## config.mk

```make
export PLATFORM = sky130hd
export DESIGN_NAME = mac_seq_unit
export DESIGN_NICKNAME = d
export VERILOG_FILES = /design/src/rtl/mac_seq_pkg.sv /design/src/rtl/mac_seq_alu.sv /design/src/rtl/mac_seq_unit.sv
export SDC_FILE = /design/constraint.sdc
export NUM_CORES = 2
export LEC_CHECK = 0
export ABC_AREA = 1
export BUFFER_PORTS_ARGS = -buffer_cell sky130_fd_sc_hd__buf_2
export CAP_MARGIN = 5
export CORE_ASPECT_RATIO = 0.6
export CORE_MARGIN = 2
export CORE_UTILIZATION = 63
export DETAILED_ROUTE_END_ITERATION = 8
export PLACE_DENSITY = 0.84
export RECOVER_POWER = 50
export SYNTH_ARGS = -nofsm -noshare
export SYNTH_HDL_FRONTEND = slang
export SYNTH_SLANG_ARGS = --single-unit
export TNS_END_PERCENT = 20
```

## constraint.sdc

```tcl
create_clock -name clk_i -period 10.23 [get_ports clk_i]
set_clock_uncertainty 0.2 [all_clocks]
set_input_delay 0.5115 -clock clk_i [delete_from_list [all_inputs] [get_ports clk_i]]
set_output_delay 0.5115 -clock clk_i [all_outputs]
set_load 0.01 [all_outputs]
```

## src/rtl/mac_seq_pkg.sv

```systemverilog
// +--------------------------------------------------------------------------+
// | mac_seq_pkg : shared state encodings, mode codes and defaults for the    |
// |               multi-cycle MAC sequencer.                                  |
// | Revision    : 1.0                                                         |
// +--------------------------------------------------------------------------+
`default_nettype none

package mac_seq_pkg;

    typedef enum logic [2:0] {
        ST_IDLE = 3'd0,
        ST_RD_A = 3'd1,
        ST_RD_B = 3'd2,
        ST_ACC  = 3'd3,
        ST_RD_C = 3'd4,
        ST_WR   = 3'd5,
        ST_FIN  = 3'd6
    } state_e;

    localparam logic [1:0] MODE_DOT  = 2'b00;
    localparam logic [1:0] MODE_VMAC = 2'b01;

    localparam int DEFAULT_STRIDE = 4;

endpackage

`default_nettype wire

```

## src/rtl/mac_seq_alu.sv

```systemverilog
// +--------------------------------------------------------------------------+
// | mac_seq_alu : combinational acc + a*b, wrapping by default or signed     |
// |               saturating when MAC_SAT_EN is defined.                      |
// | Revision    : 1.0                                                         |
// +--------------------------------------------------------------------------+
`default_nettype none

module mac_seq_alu #(
    parameter int DATA_W = 32
) (
    input  logic [DATA_W-1:0] acc_i,
    input  logic [DATA_W-1:0] a_i,
    input  logic [DATA_W-1:0] b_i,
    output logic [DATA_W-1:0] sum_o
);

`ifdef MAC_SAT_EN
    logic signed [2*DATA_W-1:0] prod_s;
    logic signed [2*DATA_W:0]   sum_s;
    logic        [DATA_W+1:0]   upper;

    assign prod_s = $signed({{DATA_W{a_i[DATA_W-1]}}, a_i})
                  * $signed({{DATA_W{b_i[DATA_W-1]}}, b_i});
    assign sum_s  = $signed({{(DATA_W+1){acc_i[DATA_W-1]}}, acc_i})
                  + $signed({prod_s[2*DATA_W-1], prod_s});
    // Result fits when every bit above the target sign bit matches it.
    assign upper  = sum_s[2*DATA_W:DATA_W-1];

    always_comb begin
        sum_o = sum_s[DATA_W-1:0];
        if (!((&upper) || !(|upper))) begin
            if (sum_s[2*DATA_W]) begin
                sum_o = {1'b1, {(DATA_W-1){1'b0}}};
            end else begin
                sum_o = {1'b0, {(DATA_W-1){1'b1}}};
            end
        end
    end
`else
    assign sum_o = acc_i + a_i * b_i;
`endif

endmodule

`default_nettype wire

```

## src/rtl/mac_seq_unit.sv

```systemverilog
// +--------------------------------------------------------------------------+
// | mac_seq_unit : DOT / VMAC multiply-accumulate sequencer owning a single  |
// |                data-memory port. Define MAC_SAT_EN for signed saturation.|
// | Revision     : 1.0                                                       |
// +--------------------------------------------------------------------------+
`default_nettype none

module mac_seq_unit
    import mac_seq_pkg::*;
#(
    parameter int DATA_W = 32,
    parameter int ADDR_W = 32,
    parameter int LEN_W  = 8,
    parameter int STRIDE = DEFAULT_STRIDE
) (
    input  logic              clk_i,
    input  logic              rst_i,
    input  logic              start_i,
    input  logic [1:0]        mode_i,
    input  logic [LEN_W-1:0]  len_i,
    input  logic [ADDR_W-1:0] addr_a_i,
    input  logic [ADDR_W-1:0] addr_b_i,
    input  logic [ADDR_W-1:0] addr_c_i,
    output logic              busy_o,
    output logic              done_o,
    output logic              err_o,
    output logic [DATA_W-1:0] result_o,
    output logic              data_mem_we_o,
    output logic [ADDR_W-1:0] data_mem_addr_o,
    output logic [DATA_W-1:0] data_mem_wdata_o,
    input  logic [DATA_W-1:0] data_mem_rdata_i,
    output logic [2:0]        state_o
);

    state_e              state_q, state_d;
    logic                vmac_q, vmac_d;
    logic                err_q, err_d;
    logic [LEN_W-1:0]    cnt_q, cnt_d;
    logic [ADDR_W-1:0]   pa_q, pa_d, pb_q, pb_d, pc_q, pc_d;
    logic [DATA_W-1:0]   a_q, a_d, b_q, b_d, acc_q, acc_d;
    logic [DATA_W-1:0]   result_q, result_d;
    logic                we_q, we_d;
    logic [ADDR_W-1:0]   addr_q, addr_d;
    logic [DATA_W-1:0]   wdata_q, wdata_d;
    logic [DATA_W-1:0]   alu_acc, alu_a, alu_b, alu_sum;

    mac_seq_alu #(.DATA_W(DATA_W)) u_alu (
        .acc_i (alu_acc),
        .a_i   (alu_a),
        .b_i   (alu_b),
        .sum_o (alu_sum)
    );

    always_comb begin
        state_d  = state_q;
        vmac_d   = vmac_q;
        err_d    = err_q;
        cnt_d    = cnt_q;
        pa_d     = pa_q;
        pb_d     = pb_q;
        pc_d     = pc_q;
        a_d      = a_q;
        b_d      = b_q;
        acc_d    = acc_q;
        result_d = result_q;
        we_d     = 1'b0;
        addr_d   = '0;
        wdata_d  = '0;
        alu_acc  = acc_q;
        alu_a    = a_q;
        alu_b    = data_mem_rdata_i;

        case (state_q)
            ST_IDLE: begin
                if (start_i) begin
                    vmac_d   = (mode_i == MODE_VMAC);
                    cnt_d    = len_i;
                    pa_d     = addr_a_i;
                    pb_d     = addr_b_i;
                    pc_d     = addr_c_i;
                    acc_d    = '0;
                    err_d    = mode_i[1];
                    result_d = '0;
                    if (mode_i[1] || (len_i == '0)) begin
                        state_d = ST_FIN;
                    end else begin
                        state_d = ST_RD_A;
                    end
                end
            end
            ST_RD_A: begin
                addr_d  = pa_q;
                state_d = ST_RD_B;
            end
            ST_RD_B: begin
                a_d     = data_mem_rdata_i;
                addr_d  = pb_q;
                state_d = vmac_q ? ST_RD_C : ST_ACC;
            end
            ST_ACC: begin
                acc_d   = alu_sum;
                pa_d    = pa_q + ADDR_W'(STRIDE);
                pb_d    = pb_q + ADDR_W'(STRIDE);
                cnt_d   = cnt_q - LEN_W'(1);
                state_d = (cnt_q == LEN_W'(1)) ? ST_RD_C : ST_RD_A;
            end
            ST_RD_C: begin
                if (vmac_q) begin
                    b_d = data_mem_rdata_i;
                end
                addr_d  = pc_q;
                state_d = ST_WR;
            end
            ST_WR: begin
                // DOT reuses the multiplier as mem[C] + acc*1.
                alu_acc  = data_mem_rdata_i;
                alu_a    = vmac_q ? a_q : acc_q;
                alu_b    = vmac_q ? b_q : DATA_W'(1);
                we_d     = 1'b1;
                addr_d   = pc_q;
                wdata_d  = alu_sum;
                result_d = alu_sum;
                if (vmac_q) begin
                    pa_d    = pa_q + ADDR_W'(STRIDE);
                    pb_d    = pb_q + ADDR_W'(STRIDE);
                    pc_d    = pc_q + ADDR_W'(STRIDE);
                    cnt_d   = cnt_q - LEN_W'(1);
                    state_d = (cnt_q == LEN_W'(1)) ? ST_FIN : ST_RD_A;
                end else begin
                    state_d = ST_FIN;
                end
            end
            ST_FIN: begin
                state_d = ST_IDLE;
            end
            default: begin
                state_d = ST_IDLE;
            end
        endcase
    end

    always_ff @(posedge clk_i) begin
        if (rst_i) begin
            state_q  <= ST_IDLE;
            vmac_q   <= 1'b0;
            err_q    <= 1'b0;
            cnt_q    <= '0;
            pa_q     <= '0;
            pb_q     <= '0;
            pc_q     <= '0;
            a_q      <= '0;
            b_q      <= '0;
            acc_q    <= '0;
            result_q <= '0;
            we_q     <= 1'b0;
            addr_q   <= '0;
            wdata_q  <= '0;
        end else begin
            state_q  <= state_d;
            vmac_q   <= vmac_d;
            err_q    <= err_d;
            cnt_q    <= cnt_d;
            pa_q     <= pa_d;
            pb_q     <= pb_d;
            pc_q     <= pc_d;
            a_q      <= a_d;
            b_q      <= b_d;
            acc_q    <= acc_d;
            result_q <= result_d;
            we_q     <= we_d;
            addr_q   <= addr_d;
            wdata_q  <= wdata_d;
        end
    end

    assign busy_o           = (state_q != ST_IDLE);
    assign done_o           = (state_q == ST_FIN);
    assign err_o            = (state_q == ST_FIN) && err_q;
    assign result_o         = result_q;
    assign data_mem_we_o    = we_q;
    assign data_mem_addr_o  = addr_q;
    assign data_mem_wdata_o = wdata_q;
    assign state_o          = state_q;

endmodule

`default_nettype wire
```

Word level (Yosys, flattened, before mapping). Cells that the tools add are included.

Register bits: 302. Bits in latches: 0. Bits in writable memories: 0. ROM bits: 0. Input bits: 141. Output and inout bits: 103. Word-level logic and storage cells: 76. Memories: 0.

Add/subtract/negate cells: 5. Multipliers: 1. Divide/modulo/power cells: 0. $lt $le $gt $ge: 0. Equality and inequality tests: 10. Shifts and indexed selects: 0. Mux-type cells: 29. Bitwise operators: 1. Reductions and logical operators: 16.

Operators with widths (number): 32-bit two-way mux (12); 32-bit case mux with 3 select lines (3); 32-bit case mux with 2 select lines (3); 32-bit by 3-bit adder with 32-bit output (second input constant) (3); 32-bit adder (1); 32-bit by 32-bit multiplier with 32-bit output (1); 8-bit case mux with 3 select lines (1); 3-bit two-way mux (6); 3-bit case mux with 6 select lines (1); 8-bit two-way mux (2); 3-bit == test (second input constant) (3); 8-bit by 1-bit == test with 1-bit output (second input constant) (1); 8-bit zero test (1); 2-bit AND reduction (4); 8-bit by 1-bit subtractor with 8-bit output (second input constant) (1); 3-bit by 2-bit == test with 1-bit output (second input constant) (2); 3-bit AND reduction (2); 3-bit nonzero test (2); 2-bit != test (second input constant) (2); 2-bit nonzero test (2); 2-bit OR reduction (2); 3-bit by 1-bit == test with 1-bit output (second input constant) (1); 3-bit zero test (1); 2-bit by 1-bit == test with 1-bit output (second input constant) (1); other kinds (4) (4).

Depth between registers and ports, before layout.
Depth in word-level cells: 5. Depth in mapped cells: 40. Mapped depth without buffers: 36.

Hierarchy. A second synthesis with hierarchy kept.

Cell total of the unflattened synthesis: 4910. Area total of the unflattened synthesis: 33337.0 um2.

By module, submodules not included: mac_seq_alu (times used 1, cells an instance 2485, area an instance 18088.6 um2, seq. area each 0.0 um2); mac_seq_unit (times used 1, cells an instance 2425, area an instance 15248.4 um2, seq. area each 6045.8 um2).

Worst setup path before layout. No wires, ideal clock.

Path kind: register to register. Start point: register state_q[1], in the netlist state_o[1]. End point: register acc_q[30]. Setup time: 0.128 ns. Arrival: 7.516 ns. Data required time: 9.902 ns. Slack: 2.386 ns. Cell stages (with the launch flop): 30. Clock period less this slack: 7.844 ns. Path through: dfxtp_1 -> inv_2 -> nand3_2 -> buf_2 -> buf_2 -> clkbuf_1 -> buf_1 -> mux2i_1 -> fa_1 -> fa_1 -> inv_1 -> fa_1 -> inv_1 -> fa_1 -> inv_1 -> fa_1 -> fa_1 -> fa_1 -> inv_1 -> fa_1 -> inv_1 -> ha_1 -> a21o_1 -> a221oi_1 -> o221a_2 -> o41ai_1 -> xor2_1 -> o22ai_1 -> inv_1 -> nor2_1.

Word-level cells in the longest chain between the ends: 5. Elaborated cells on any way between the ends: 12. Those cells by class: 1 x add/sub; 1 x mul; 3 x eq/ne; 4 x mux; 3 x reduce/logical.

RTL lines: from (decl) (RTL line mac_seq_unit.sv:35) `state_e state_q, state_d;`; from (signal assigned) (RTL line mac_seq_unit.sv:159) `state_q <= state_d;`; 3-bit == test (RTL line mac_seq_unit.sv:73) `case (state_q)`; 32-bit two-way mux (RTL line mac_seq_unit.sv:73); 32-bit by 32-bit multiplier with 32-bit output (RTL line mac_seq_alu.sv:40) `assign sum_o = acc_i + a_i * b_i;`; 32-bit adder (RTL line mac_seq_alu.sv:40); 32-bit case mux with 2 select lines (RTL line mac_seq_unit.sv:73); to (signal assigned) (RTL line mac_seq_unit.sv:153) `acc_q <= '0;`; to (signal assigned) (RTL line mac_seq_unit.sv:168) `acc_q <= acc_d;`; to (decl) (RTL line mac_seq_unit.sv:40) `logic [DATA_W-1:0] a_q, a_d, b_q, b_d, acc_q, acc_d;`.

Parallel ways exist; a longest one is shown, timed or not. A chain may end at the register's enable or synchronous reset.

Worst setup path in the final report.
Start point: register state_q[0], in the netlist state_o[0]. End point: register acc_q[31].

The elaborated chain is that of the path after synthesis.

==> implementation parameters <==
Parameter                              Value

Status
  Status ... finished, violations left
  Failing checks ... capacitance limit, slew limit

Yosys
  Netlist cell types ... 55
  Synth top area cells ... sky130_fd_sc_hd__fa_1, sky130_fd_sc_hd__dfxtp_1, sky130_fd_sc_hd__nand2_1, sky130_fd_sc_hd__inv_1, sky130_fd_sc_hd__nor2_1
  Warnings, synthesis ... 0
  Syn_nets ... about 5.0k
  FF+latch count, synth ... 302
  Post-synth top area share ... between 20 and 30%
  Share of async-settable or async-resettable flops after synthesis ... 0%
  Cell count after synthesis ... 4308
  Cell type contributing the most total cell area after synthesis ... sky130_fd_sc_hd__fa_1
  Number of synthesized flops with an enable pin ... 0
  Average footprint of a synthesized cell ... roughly 7.3 um2
  Synthesized area ... roughly 32000 um2
  Share of the yosys chip area belonging to registers ... 19.2%
  Most common flop cell mapped by yosys ... sky130_fd_sc_hd__dfxtp_1

Timing
  Min Clock Period, post-route ... a little under 10000 ps
  Worst slew margin relative to its limit ... -70.6%
  Final setup vio count ... 0
  Slew at the pin with the worst max-slew slack ... approximately 2600 ps
  Period utilization ... a little over nine tenths
  Unrepaired setup endpoints after global routing ... false
  Fmax ... ~0.10 GHz
  Fin. Hold Viols ... 0
  Setup Total Neg Slack ... 0 ps
  Final max-slew violation count ... ~170

Routing
  Met1 Wirelength ... approximately 44 mm
  Number of vias per cell ... between 5 and 6
  Number of nets still failing antenna checks after routing ... 0
  Uppermost signal routing layer after detailed routing ... met5
  Iter 0 DRT Violations ... about 4.3k
  Final WL ... 112 mm
  First-pass DRT Iterations ... 8
  Routed wire length per instance ... 21.7 um
  Drt drc ... 0
  Routed vias ... between 30k and 40k
  Detail Route met3 WL ... around 23 mm
  Met2 Routed Length ... 41.5 mm

Clocking
  H-tree depth ... 1
  TritonCTS clock tree ... built
  Clock sink count ... a little over 300
  Clock slew seen by the registers of the worst setup and hold paths ... 80 ps
  Number of gates given a new drive strength after cts ... 0
  Number of setup buffers added after CTS ... 0
  Clk Tree Root Cell ... sky130_fd_sc_hd__clkbuf_16
  Clock Latency Late Sink ... ~580 ps
  Maximum clock path buffer count ... 3
  Number of clock buffers inserted by TritonCTS ... 26

Worst hold path
  Critical hold path startpoint ... addr_c_i[19]
  Class of the tightest hold or removal check ... input port to register

Die
  Die outline area ... just over 50000 um2
  Vert. Die Dim ... about 180 um
  Number of I/O pins ... between 200 and 250
  Standard-cell rows ... 63
  Starting density of the core ... a little under two thirds
  Chip width ... 293 um
  Core box area ... just under 50000 um2

Finish
  Final Net Count ... ~5.2k
  Share of cells above drive strength 1 ... 7.04%
  Count of filler cells inserted in the layout ... 4160
  Post-route non-filler standard cell count ... between 5k and 6k
  Layout area overhead ... 8.51%

Worst setup path
  R2R Path Start ... state_o[0]
  Largest stage delay on the critical path ... between 600 and 700 ps
  Cell type with the highest occurrence count on the critical path ... sky130_fd_sc_hd__fa_1
  WP buf/inv ... 8
  Master of the slowest instance on the critical path ... sky130_fd_sc_hd__o21ai_4
  Crit path max fanout ... 38
  Critical path startpoint ... state_o[0]
  Worst endpoint required time ... around 11000 ps
  Endpoint type of the worst setup path ... register
  Signal arrival time at the worst endpoint ... between 10000 and 15000 ps
  Kind of critical path ... register to register
  Dominant delay contributor by cell family on the critical path ... adder cells
  Element type at the critical path start ... register

Placed design
  Total of buffers placed on input and output ports ... 243
  Count of placed standard cells including taps ... 5070
  Weighted congestion reported at the end of routability-driven placement ... around 1.1
  Post-DP HPWL ... 87.1 mm

Global routing
  Vias in the first global route ... 28.2k
  Wire length of the first global-routing pass ... approximately 170 mm
  Global Route Usage Sum ... between 40 and 50%
  Largest net degree at the start of global routing ... 90
  Total global routing overflow ... 0
  Initial antenna violation count ... 18

Flow run
  Max-cap violations ... 5
-- worst reg2reg max path: cells and delay by family (launching register included) --
kind / cells / cell delay [ps]
fa+ha+maj: 9 / 4560
compound gates: 6 / 1680
buf+inv: 8 / 1310
simple gates: 5 / 1310
flops: 1 / 610
-- state kept, by name (all words and copies together), names as in the netlist, 32 cells and up --
name and count:
result_o 32, data_mem_wdata_o 32, a_q 32, pa_q 32, data_mem_addr_o 32, b_q 32, acc_q 32, pc_q 32
pb_q 32
-- Yosys cell counts (15+ instances only) --
cell type / count
sky130_fd_sc_hd__a21oi_1: 234
sky130_fd_sc_hd__ha_1: 129
sky130_fd_sc_hd__a211oi_1: 15
sky130_fd_sc_hd__o21ai_1: 21
sky130_fd_sc_hd__buf_1: 18
sky130_fd_sc_hd__xor2_1: 61
sky130_fd_sc_hd__clkbuf_1: 143
sky130_fd_sc_hd__xnor2_1: 19
sky130_fd_sc_hd__fa_1: 438
sky130_fd_sc_hd__nor2_1: 451
sky130_fd_sc_hd__nand2_1: 1007
sky130_fd_sc_hd__o21ai_0: 241
sky130_fd_sc_hd__nand3_1: 117
sky130_fd_sc_hd__a221oi_1: 17
sky130_fd_sc_hd__nand4_1: 15
sky130_fd_sc_hd__buf_2: 25
sky130_fd_sc_hd__inv_1: 822
sky130_fd_sc_hd__inv_2: 16
sky130_fd_sc_hd__nor3_1: 31
sky130_fd_sc_hd__o211ai_1: 20
sky130_fd_sc_hd__o22ai_1: 24
sky130_fd_sc_hd__dfxtp_1: 302
-- stage by stage --
stage	hold slack (ps)	worst slack, ps	instance area (um2)	utilization (%)
after CTS	2.10	870	34300	69.4
after floorplan	224	2390	31500	-
after detailed placement	242	939	33300	67.3
after global placement	233	1080	33300	67.3
after global routing	22.2	326	34200	69.2
final	10.9	488	34200	69.2
-- path summary, 6_finish.rpt --
| path | cells after the start | slack [ps] | endpoint |
|---|---|---|---|
| max reg2reg | 28 | 490 | acc_q[31] |
| min reg2reg | 2 | 260 | result_o[22] |
| min | 3 | 10 | pc_q[19] |
| max | 28 | 490 | acc_q[31] |
-- cells in the final DEF, fill, tap and decap left out, drive strengths merged, types with 3 or more instances in the layout --
cell type / n
o21bai: 3
buf: 201
o211ai: 20
o22ai: 24
mux2i: 8
ha: 129
nand2: 1019
nand3b: 11
o31ai: 4
inv: 840
a211oi: 15
o21ai: 279
nor3: 31
xnor2: 19
dfxtp: 302
fa: 438
dlygate4sd3: 7
a31oi: 11
nor2: 454
clkbuf: 143
o21a: 3
o221ai: 7
a21oi: 234
diode: 18
nor4: 11
a221oi: 17
xor2: 61
nand4: 15
or2: 11
a21o: 3
clkinv: 13
bufinv: 5
nand3: 119
-- repair_timing --
item	CTS	global route
endpoints found under the setup margin	0	0
endpoints found under the hold margin	7	0
hold buffers	7	0
-- routing by layer --
metal | global-route usage [%] | vias up
li1 | - | 13400
met1 | 60.7 | 14200
met2 | 55.4 | 2281
met3 | 24.4 | 263
met4 | 12.5 | 6
met5 | 0 | -
-- logic make-up (layout without fill, tap and decap cells) --
logic type / count (synthesis) / count (layout) / synth area share, %
DFF: 302 / 302 / 19.2
xor gates and xnor gates: 80 / 80 / 2.22
AOI/OAI and AO/OA: 633 / 633 / 11.4
and+or+nand+nor: 1674 / 1674 / 21.2
other: 0 / 18 / 0
adders and majority gates: 567 / 567 / 32.9
buffers and inverters: 1043 / 1210 / 12.7
muxes: 9 / 9 / 0.290
-- area by class of cell --
class                   count  area [um2]  share of cell area, %
clock inverters            11         213                  0.622
repair buffers            314        1630                   4.76
inverters                 848        3180                   9.31
well taps                 650         813                   2.38
diodes                     18        45.0                  0.132
flip-flops and latches    302        6050                   17.7
multi-input cells        2963       21500                   62.9
clock buffers              37         762                   2.23
Power is left out: the tool's default activity adds up to more than one toggle a clock period on the data nets, which glitch-free logic cannot reach.
